### config.mk
export PLATFORM = sky130hd
export DESIGN_NAME = mmc_resp_send
export DESIGN_NICKNAME = d
export VERILOG_FILES = /design/src/rtl/mmc_resp_send.sv
export SDC_FILE = /design/constraint.sdc
export NUM_CORES = 1
export LEC_CHECK = 0
export BUFFER_PORTS_ARGS = -buffer_cell sky130_fd_sc_hd__buf_2
export CORE_ASPECT_RATIO = 0.75
export CORE_UTILIZATION = 53
export CTS_BUF_LIST = sky130_fd_sc_hd__clkbuf_16
export CTS_CLUSTER_DIAMETER = 80
export DETAILED_ROUTE_END_ITERATION = 10
export GPL_TIMING_DRIVEN = 0
export PLACE_DENSITY = 0.78
export SLEW_MARGIN = 10
export SYNTH_ARGS = -nofsm -noshare
export SYNTH_HDL_FRONTEND = slang
export SYNTH_SLANG_ARGS = --single-unit
### constraint.sdc
create_clock -name clk -period 3.2 [get_ports clk]
set_clock_uncertainty 0.2 [all_clocks]
set_input_delay 0.32 -clock clk [delete_from_list [all_inputs] [get_ports clk]]
set_output_delay 0.32 -clock clk [all_outputs]
set_load 0.02 [all_outputs]
### src/rtl/mmc_resp_send.sv
// rtl/mmc_resp_send.sv - MMC/SD CMD-line response transmitter (48-bit with CRC7, 136-bit R2)
//
// Drives response packets onto the shared CMD wire from the clk domain.
// mmc_clk is oversampled and every line change is made on the clk edge
// where its synchronized falling edge is detected. This gives the host a
// stable bit at the following rising edge.
//
// Ports:
//   clk, reset_i      system clock, synchronous active-high reset
//   mmc_clk           bus clock (asynchronous, period >= 4 clk)
//   tx_start          single-cycle request, accepted only when idle
//   tx_long           0 = 48-bit short packet, 1 = 136-bit R2 packet
//   tx_index, tx_arg  short packet index and argument
//   tx_long_data      R2 payload bits [127:1], sent verbatim
//   mmc_cmd_out/oe    CMD line data and drive enable
//   tx_busy, tx_done  busy level and one-cycle completion pulse
//   debug_state/cnt   FSM state encoding and bit/wait counter

module mmc_resp_send #(
   parameter int   NCR_CYCLES = 2,
   parameter logic TRANS_BIT  = 1'b0
) (
   input  logic         clk,
   input  logic         reset_i,
   input  logic         mmc_clk,
   input  logic         tx_start,
   input  logic         tx_long,
   input  logic [5:0]   tx_index,
   input  logic [31:0]  tx_arg,
   input  logic [126:0] tx_long_data,
   output logic         mmc_cmd_out,
   output logic         mmc_cmd_oe,
   output logic         tx_busy,
   output logic         tx_done,
   output logic [2:0]   debug_state,
   output logic [8:0]   debug_cnt
);

   typedef enum logic [2:0] {
      S_IDLE  = 3'b000,
      S_WAIT  = 3'b001,
      S_SHIFT = 3'b010,
      S_HOLD  = 3'b011
   } state_t;

   localparam logic [8:0] LP_NCR       = 9'(NCR_CYCLES);
   localparam logic [8:0] LP_LAST_LONG = 9'd135;
   localparam logic [8:0] LP_LAST_SHORT = 9'd47;
   // Short packets: while the count is above this value the payload is sent,
   // then 7 CRC bits follow, then the end bit.
   localparam logic [8:0] LP_CRC_FIRST = 9'd8;

   state_t         r_state;
   logic           r_sync1;
   logic           r_sync2;
   logic           r_hist;
   logic [8:0]     r_cnt;
   logic [134:0]   r_shift;
   logic [6:0]     r_crc;
   logic           r_long;
   logic           r_out;
   logic           r_oe;
   logic           r_busy;
   logic           r_done;

   logic           w_fe;
   logic           w_fb;
   logic [6:0]     w_crc_next;

   assign w_fe       = r_hist & ~r_sync2;
   // Serial CRC7 (x^7 + x^3 + 1) folded with the bit about to be driven.
   assign w_fb       = r_shift[134] ^ r_crc[6];
   assign w_crc_next = {r_crc[5:0], 1'b0} ^ {3'b000, w_fb, 2'b00, w_fb};

   always_ff @(posedge clk) begin
      if (reset_i) begin
         r_state <= S_IDLE;
         r_sync1 <= 1'b0;
         r_sync2 <= 1'b0;
         r_hist  <= 1'b0;
         r_cnt   <= '0;
         r_shift <= '0;
         r_crc   <= '0;
         r_long  <= 1'b0;
         r_out   <= 1'b1;
         r_oe    <= 1'b0;
         r_busy  <= 1'b0;
         r_done  <= 1'b0;
      end else begin
         r_sync1 <= mmc_clk;
         r_sync2 <= r_sync1;
         r_hist  <= r_sync2;
         r_done  <= 1'b0;

         case (r_state)
            S_IDLE: begin
               r_oe   <= 1'b0;
               r_out  <= 1'b1;
               r_busy <= 1'b0;
               // A falling edge coinciding with acceptance is deliberately
               // not counted: counting starts in WAIT.
               if (tx_start) begin
                  r_long  <= tx_long;
                  r_shift <= tx_long ? {TRANS_BIT, 6'h3F, tx_long_data, 1'b1}
                                     : {TRANS_BIT, tx_index, tx_arg, 96'd0};
                  // The start bit is 0, which leaves a zero CRC unchanged,
                  // so the CRC needs no update when the start bit is driven.
                  r_crc   <= '0;
                  r_cnt   <= LP_NCR;
                  r_busy  <= 1'b1;
                  r_state <= S_WAIT;
               end
            end

            S_WAIT: begin
               if (w_fe) begin
                  if (r_cnt <= 9'd1) begin
                     r_oe    <= 1'b1;
                     r_out   <= 1'b0;
                     r_cnt   <= r_long ? LP_LAST_LONG : LP_LAST_SHORT;
                     r_state <= S_SHIFT;
                  end else begin
                     r_cnt <= r_cnt - 9'd1;
                  end
               end
            end

            S_SHIFT: begin
               if (w_fe) begin
                  r_cnt <= r_cnt - 9'd1;
                  if (r_long || (r_cnt > LP_CRC_FIRST)) begin
                     r_out   <= r_shift[134];
                     r_shift <= {r_shift[133:0], 1'b0};
                     if (!r_long) begin
                        r_crc <= w_crc_next;
                     end
                  end else if (r_cnt > 9'd1) begin
                     r_out <= r_crc[6];
                     r_crc <= {r_crc[5:0], 1'b0};
                  end else begin
                     r_out <= 1'b1;
                  end
                  if (r_cnt == 9'd1) begin
                     r_state <= S_HOLD;
                  end
               end
            end

            S_HOLD: begin
               if (w_fe) begin
                  r_oe    <= 1'b0;
                  r_out   <= 1'b1;
                  r_busy  <= 1'b0;
                  r_done  <= 1'b1;
                  r_cnt   <= '0;
                  r_state <= S_IDLE;
               end
            end

            default: begin
               r_oe    <= 1'b0;
               r_out   <= 1'b1;
               r_busy  <= 1'b0;
               r_cnt   <= '0;
               r_state <= S_IDLE;
            end
         endcase
      end
   end

   assign mmc_cmd_out = r_out;
   assign mmc_cmd_oe  = r_oe;
   assign tx_busy     = r_busy;
   assign tx_done     = r_done;
   assign debug_state = r_state;
   assign debug_cnt   = r_cnt;

endmodule

Word level (Yosys, flattened, before mapping)

Cells that the tools add are included.

Logic and storage cells: 88
Input port bits: 170
Register bits: 162

Equal/unequal tests: 13
Reduce and logical (&&, ||, !) cells: 13
$add $sub $neg: 1
Muxes and demuxes: 39
Bitwise logic cells: 7
Order comparisons: 3

Operators with widths:

| kind                                                            | count |
|---|---|
| two-way mux 135 bit                                             | 3 |
| case mux 135 bit (2 select lines)                               | 1 |
| two-way mux 134 bit                                             | 1 |
| two-way mux 9 bit                                               | 5 |
| case mux 9 bit (4 select lines)                                 | 1 |
| two-way mux 7 bit                                               | 5 |
| two-way mux 3 bit                                               | 6 |
| AND reduction 4 bit                                             | 4 |
| != test 2 bit (second input constant)                           | 7 |
| case mux 7 bit (2 select lines)                                 | 1 |
| case mux 3 bit (4 select lines)                                 | 1 |
| two-way mux 1 bit                                               | 11 |
| equality test 9 x 1 -> 1 bit (second input constant)            | 1 |
| greater-than comparator 9 x 1 -> 1 bit (second input constant)  | 1 |
| greater-than comparator 9 x 4 -> 1 bit (second input constant)  | 1 |
| less-or-equal comparator 9 x 1 -> 1 bit (second input constant) | 1 |
| case mux 1 bit (3 select lines)                                 | 3 |
| subtractor 9 x 1 -> 9 bit (second input constant)               | 1 |
| two-way mux 8 bit                                               | 1 |
| XOR 7 x 4 -> 7 bit                                              | 1 |
| equality test 3 x 2 -> 1 bit (second input constant)            | 2 |
| != test 3 bit (second input constant)                           | 2 |
| AND reduction 6 bit                                             | 1 |
| AND reduction 5 bit                                             | 1 |
| 9 further kinds                                                 | 14 |

Longest topological paths before layout

Depth in word-level cells: 6
Mapped depth: 10
Depth with buffers taken out: 7

Least setup slack after synthesis

Ideal clock, no wire load.

Kind: reg2reg
From: register r_cnt[0], in the netlist debug_cnt[0]
To: register r_shift[10]
Arrival: 2087 ps
Path slack: 785 ps
Path buffers: 2
Cell stages (with the launch flop): 10
Clock period less this slack: 2415 ps
Data required time: 2872 ps
Cells stage by stage: dfxtp_1 > inv_1 > ha_1 > nor2b_1 > o2111a_2 > a21o_1 > buf_6 > buf_2 > a222oi_1 > nor2_1

Longest elaborated chain between the ends: 4

Ends and longest elaborated chain:

| item                                   | line | text |
|---|---|---|
| start, declared                        | 57   | `logic [8:0] r_cnt;` |
| start signal, assigned                 | 120  | `r_cnt <= r_long ? LP_LAST_LONG : LP_LAST_SHORT;` |
| start signal, assigned                 | 123  | `r_cnt <= r_cnt - 9'd1;` |
| start signal, assigned                 | 130  | `r_cnt <= r_cnt - 9'd1;` |
| greater-than comparator 9 x 4 -> 1 bit | 131  | `if (r_long \|\| (r_cnt > LP_CRC_FIRST)) begin` |
| logical OR 1 bit                       | 131  |  |
| != test 2 bit (no source line)         | n/a  |  |
| AND reduction 4 bit (no source line)   | n/a  |  |
| end signal, assigned                   | 104  | `r_shift <= tx_long ? {TRANS_BIT, 6'h3F, tx_long_data, 1'b1}` |
| end signal, assigned                   | 133  | `r_shift <= {r_shift[133:0], 1'b0};` |
| end, declared                          | 58   | `logic [134:0] r_shift;` |

Every way passes these cells.
A chain may end at the register's enable or synchronous reset.

Worst setup path after layout

From: register r_cnt[0], in the netlist debug_cnt[0]
To: register r_shift[121]

Same word-level chain as after synthesis.

==> summary.md <==
| Metric | Value |
|---|---|
| Outcome | finished with violations |
| Failing checks | DRC, hold timing |
| First-pass GRT wire length | 33.7 mm |
| Pre-Repair DR Iteration Count | 11 |
| CTS Sinks | 161 |
| Final WS setup | 0.474 ns |
| Total setup buffers inserted after CTS | 0 |
| Main synth FF type | dfxtp_1 |
| Antenna fix cells | 0 |
| Hold Path Class | input pin to flip-flop |
| Area grow syn2layout | 30.4% |
| H-Tree Depth | 4 |
| Layout cells sized above 1 | 25.9% |
| Synth Instances | 838 |
| Relative slew slack | 52.0% |
| Placed cells | 1196 |
| Initial Util | 54.4% |
| I/O pin total | 186 |
| # fillers | 1109 |
| Mapped Area | 7450 um2 |
| Fmax | 367 MHz |
| # rows | 37 |
| TNS Setup | 0 ns |
| CP startpoint kind | flip-flop |
| Synth top cells by count | dfxtp_1, nor2_1, nand2_1 |
| Post-synth cell types | 58 |
| Async set or reset register ratio after synthesis | 0% |
| Synth area leaders | dfxtp_1, a221oi_1, nor2_1, mux2i_1, a222oi_1 |
| Worst-Margin Slew | 0.720 ns |
| Die Ht | 105 um |
| Routed Antenna Nets | 0 |
| CTS max path bufs | 2 |
| Tot GR Track Use | 28.4% |
| DRT iter0 DRCs | 614 |
| Largest net degree at the start of global routing | 17 |
| DRC Markers | 11 |
| Final setup vio count | 0 |
| Final hold vios | 5 |
| Final GP Congestion | 0.931 |
| Register area share after synthesis | 43.3% |
| Total gr overflow | 0 |
| Max-Cap Viols | 0 |
| Post-synth top area share | 43.3% |
| Crit end category | flip-flop |
| CTS tree | built |
| Post-route insts no fill | 1284 |
| EDFF count, synth | 0 |
| Wire per inst | 15.9 um |
| Final Cycle Share | 85.2% |
| YS warnings | 0 |
| Biggest area consumer among synthesized cells | dfxtp_1 |
| DP Worst Slack | 0.498 ns |
| Placed standard-cell area | 8580 um2 |
| Design area | 9710 um2 |
| Pwr/cell area | 988 nW/um2 |
| Leak pwr | 4.06 nW |
| Die area | 14500 um2 |
| Max-slew violation count | 0 |
| Critical Path AT | 2.89 ns |
| Post-CTS resize count | 0 |
| Vias | 7355 |
| Peak supply drop | 0.536 mV |
| Cts bufs inserted | 17 |
| Unrepaired setup endpoints after global routing | false |
| Initial antenna violation count | 0 |
| Final nets | 1274 |
| Worst hold slack | -0.00799 ns |
| Clk slew on worst S/H paths | 0.07 ns |
| Clock root buffer | clkbuf_16 |
| Number of port buffers | 183 |
| Synth Register Bits | 161 |
| Via/cell ratio | 5.73 |
| Worst r2r path cells | 8 |
| Hold depth | 3 |
| Final wirelength | 20.4 mm |
| Hold Buf Count CTS | 57 |
| Worst Path Max Fanout | 10 |
| Critical path class | flip-flop to flip-flop |
| Die width | 139 um |
| Skew-Pair Late Insertion Delay | 0.43 ns |
| Core area | 13700 um2 |
| DP Wirelength | 13.5 mm |
| Post-Synthesis Net Count | 1015 |
| Vias in the first global route | 7017 |
| Avg Cell Area, Syn | 8.89 um2 |
| Most common cell in the netlist | dfxtp_1 |
| Final Critical Period | 2.73 ns |
| Worst EP required | 3.36 ns |
==> path summary, 6_finish.rpt <==
path,start,end,slack (ns)
setup / recovery,debug_cnt[0],r_shift[121],0.47
hold / removal,tx_long_data[48],r_shift[49],-0.008
setup reg to reg,debug_cnt[0],r_shift[121],0.47
hold reg to reg,r_sync1,r_sync2,0.24
==> worst max-delay path, stage by stage (launching register included) <==
cell and delay, ns:
dfxtp_1 0.45, inv_1 0.12, ha_1 0.20, nor2b_1 0.13, o2111a_2 0.32, a21oi_4 0.42, clkbuf_1 0.46, o211ai_1 0.20
a21oi_2 0.15
==> registers in the layout, indices dropped and copies added (netlist names) <==
signal,flops
r_crc,7
r_shift,135
r_sync1,1
mmc_cmd_oe,1
tx_done,1
mmc_cmd_out,1
r_hist,1
r_sync2,1
debug_state,2
debug_cnt,9
tx_busy,1
r_long,1
==> through the flow <==
step,utilization [%],power (mW)
final,70.9,9.60
after global routing,70.9,10.3
after CTS,70.9,9.54
after detailed placement,62.6,7.54
after global placement,62.6,7.44
after floorplan,-,6.47
==> layout by cell type (no fill, tap or decap), types with 11 or more instances in the layout <==
cell | Yosys | routed
nor3_2 | 11 | 11
dlygate4sd3_1 | 0 | 57
clkbuf_1 | 56 | 56
dfxtp_1 | 161 | 161
a21oi_2 | 11 | 11
nor3_1 | 55 | 55
a221oi_1 | 51 | 51
a21oi_1 | 43 | 43
nor2_1 | 118 | 118
o211ai_1 | 32 | 32
buf_2 | 17 | 200
mux2i_1 | 38 | 38
a222oi_1 | 34 | 34
nand2_1 | 76 | 76
clkbuf_16 | 0 | 17
==> layout make-up <==
type	instances	area, um2	share of cell area, %
Multi-Input combinational cell	584	3790	39.0
Timing Repair Buffer	240	1490	15.3
Sequential cell	161	3220	33.2
Clock buffer	17	425	4.38
Tap cell	175	219	2.26
Clock inverter	14	130	1.34
Buffer	83	398	4.10
Inverter	10	37.5	0.387
==> layer usage <==
metal	track usage (%)	vias to the layer above	part of all wire (%)
met5	0	-	0
met4	8.17	0	1.3
met3	5.00	25	5.8
met2	46.8	256	46
met1	38.1	3432	47
li1	-	3642	-
==> kinds of logic after synthesis <==
group	share of synthesized area (%)
buffers and inverters	5.85
AO/OA/AOI/OAI	24.6
AND/OR/NAND/NOR	19.1
multiplexers	5.11
XOR/XNOR	0.823
other	0.0503
flip-flops	43.3
adder cells (fa/ha/maj)	1.18
==> report_power, final <==
| group | switching, mW | internal, mW | total [mW] |
|---|---|---|---|
| combinational | 2.85 | 1.82 | 4.67 |
| clock | 0.880 | 1.08 | 1.96 |
| sequential | 0.359 | 2.61 | 2.97 |
| total | 4.09 | 5.50 | 9.60 |
(Power assumes the default switching activity.)
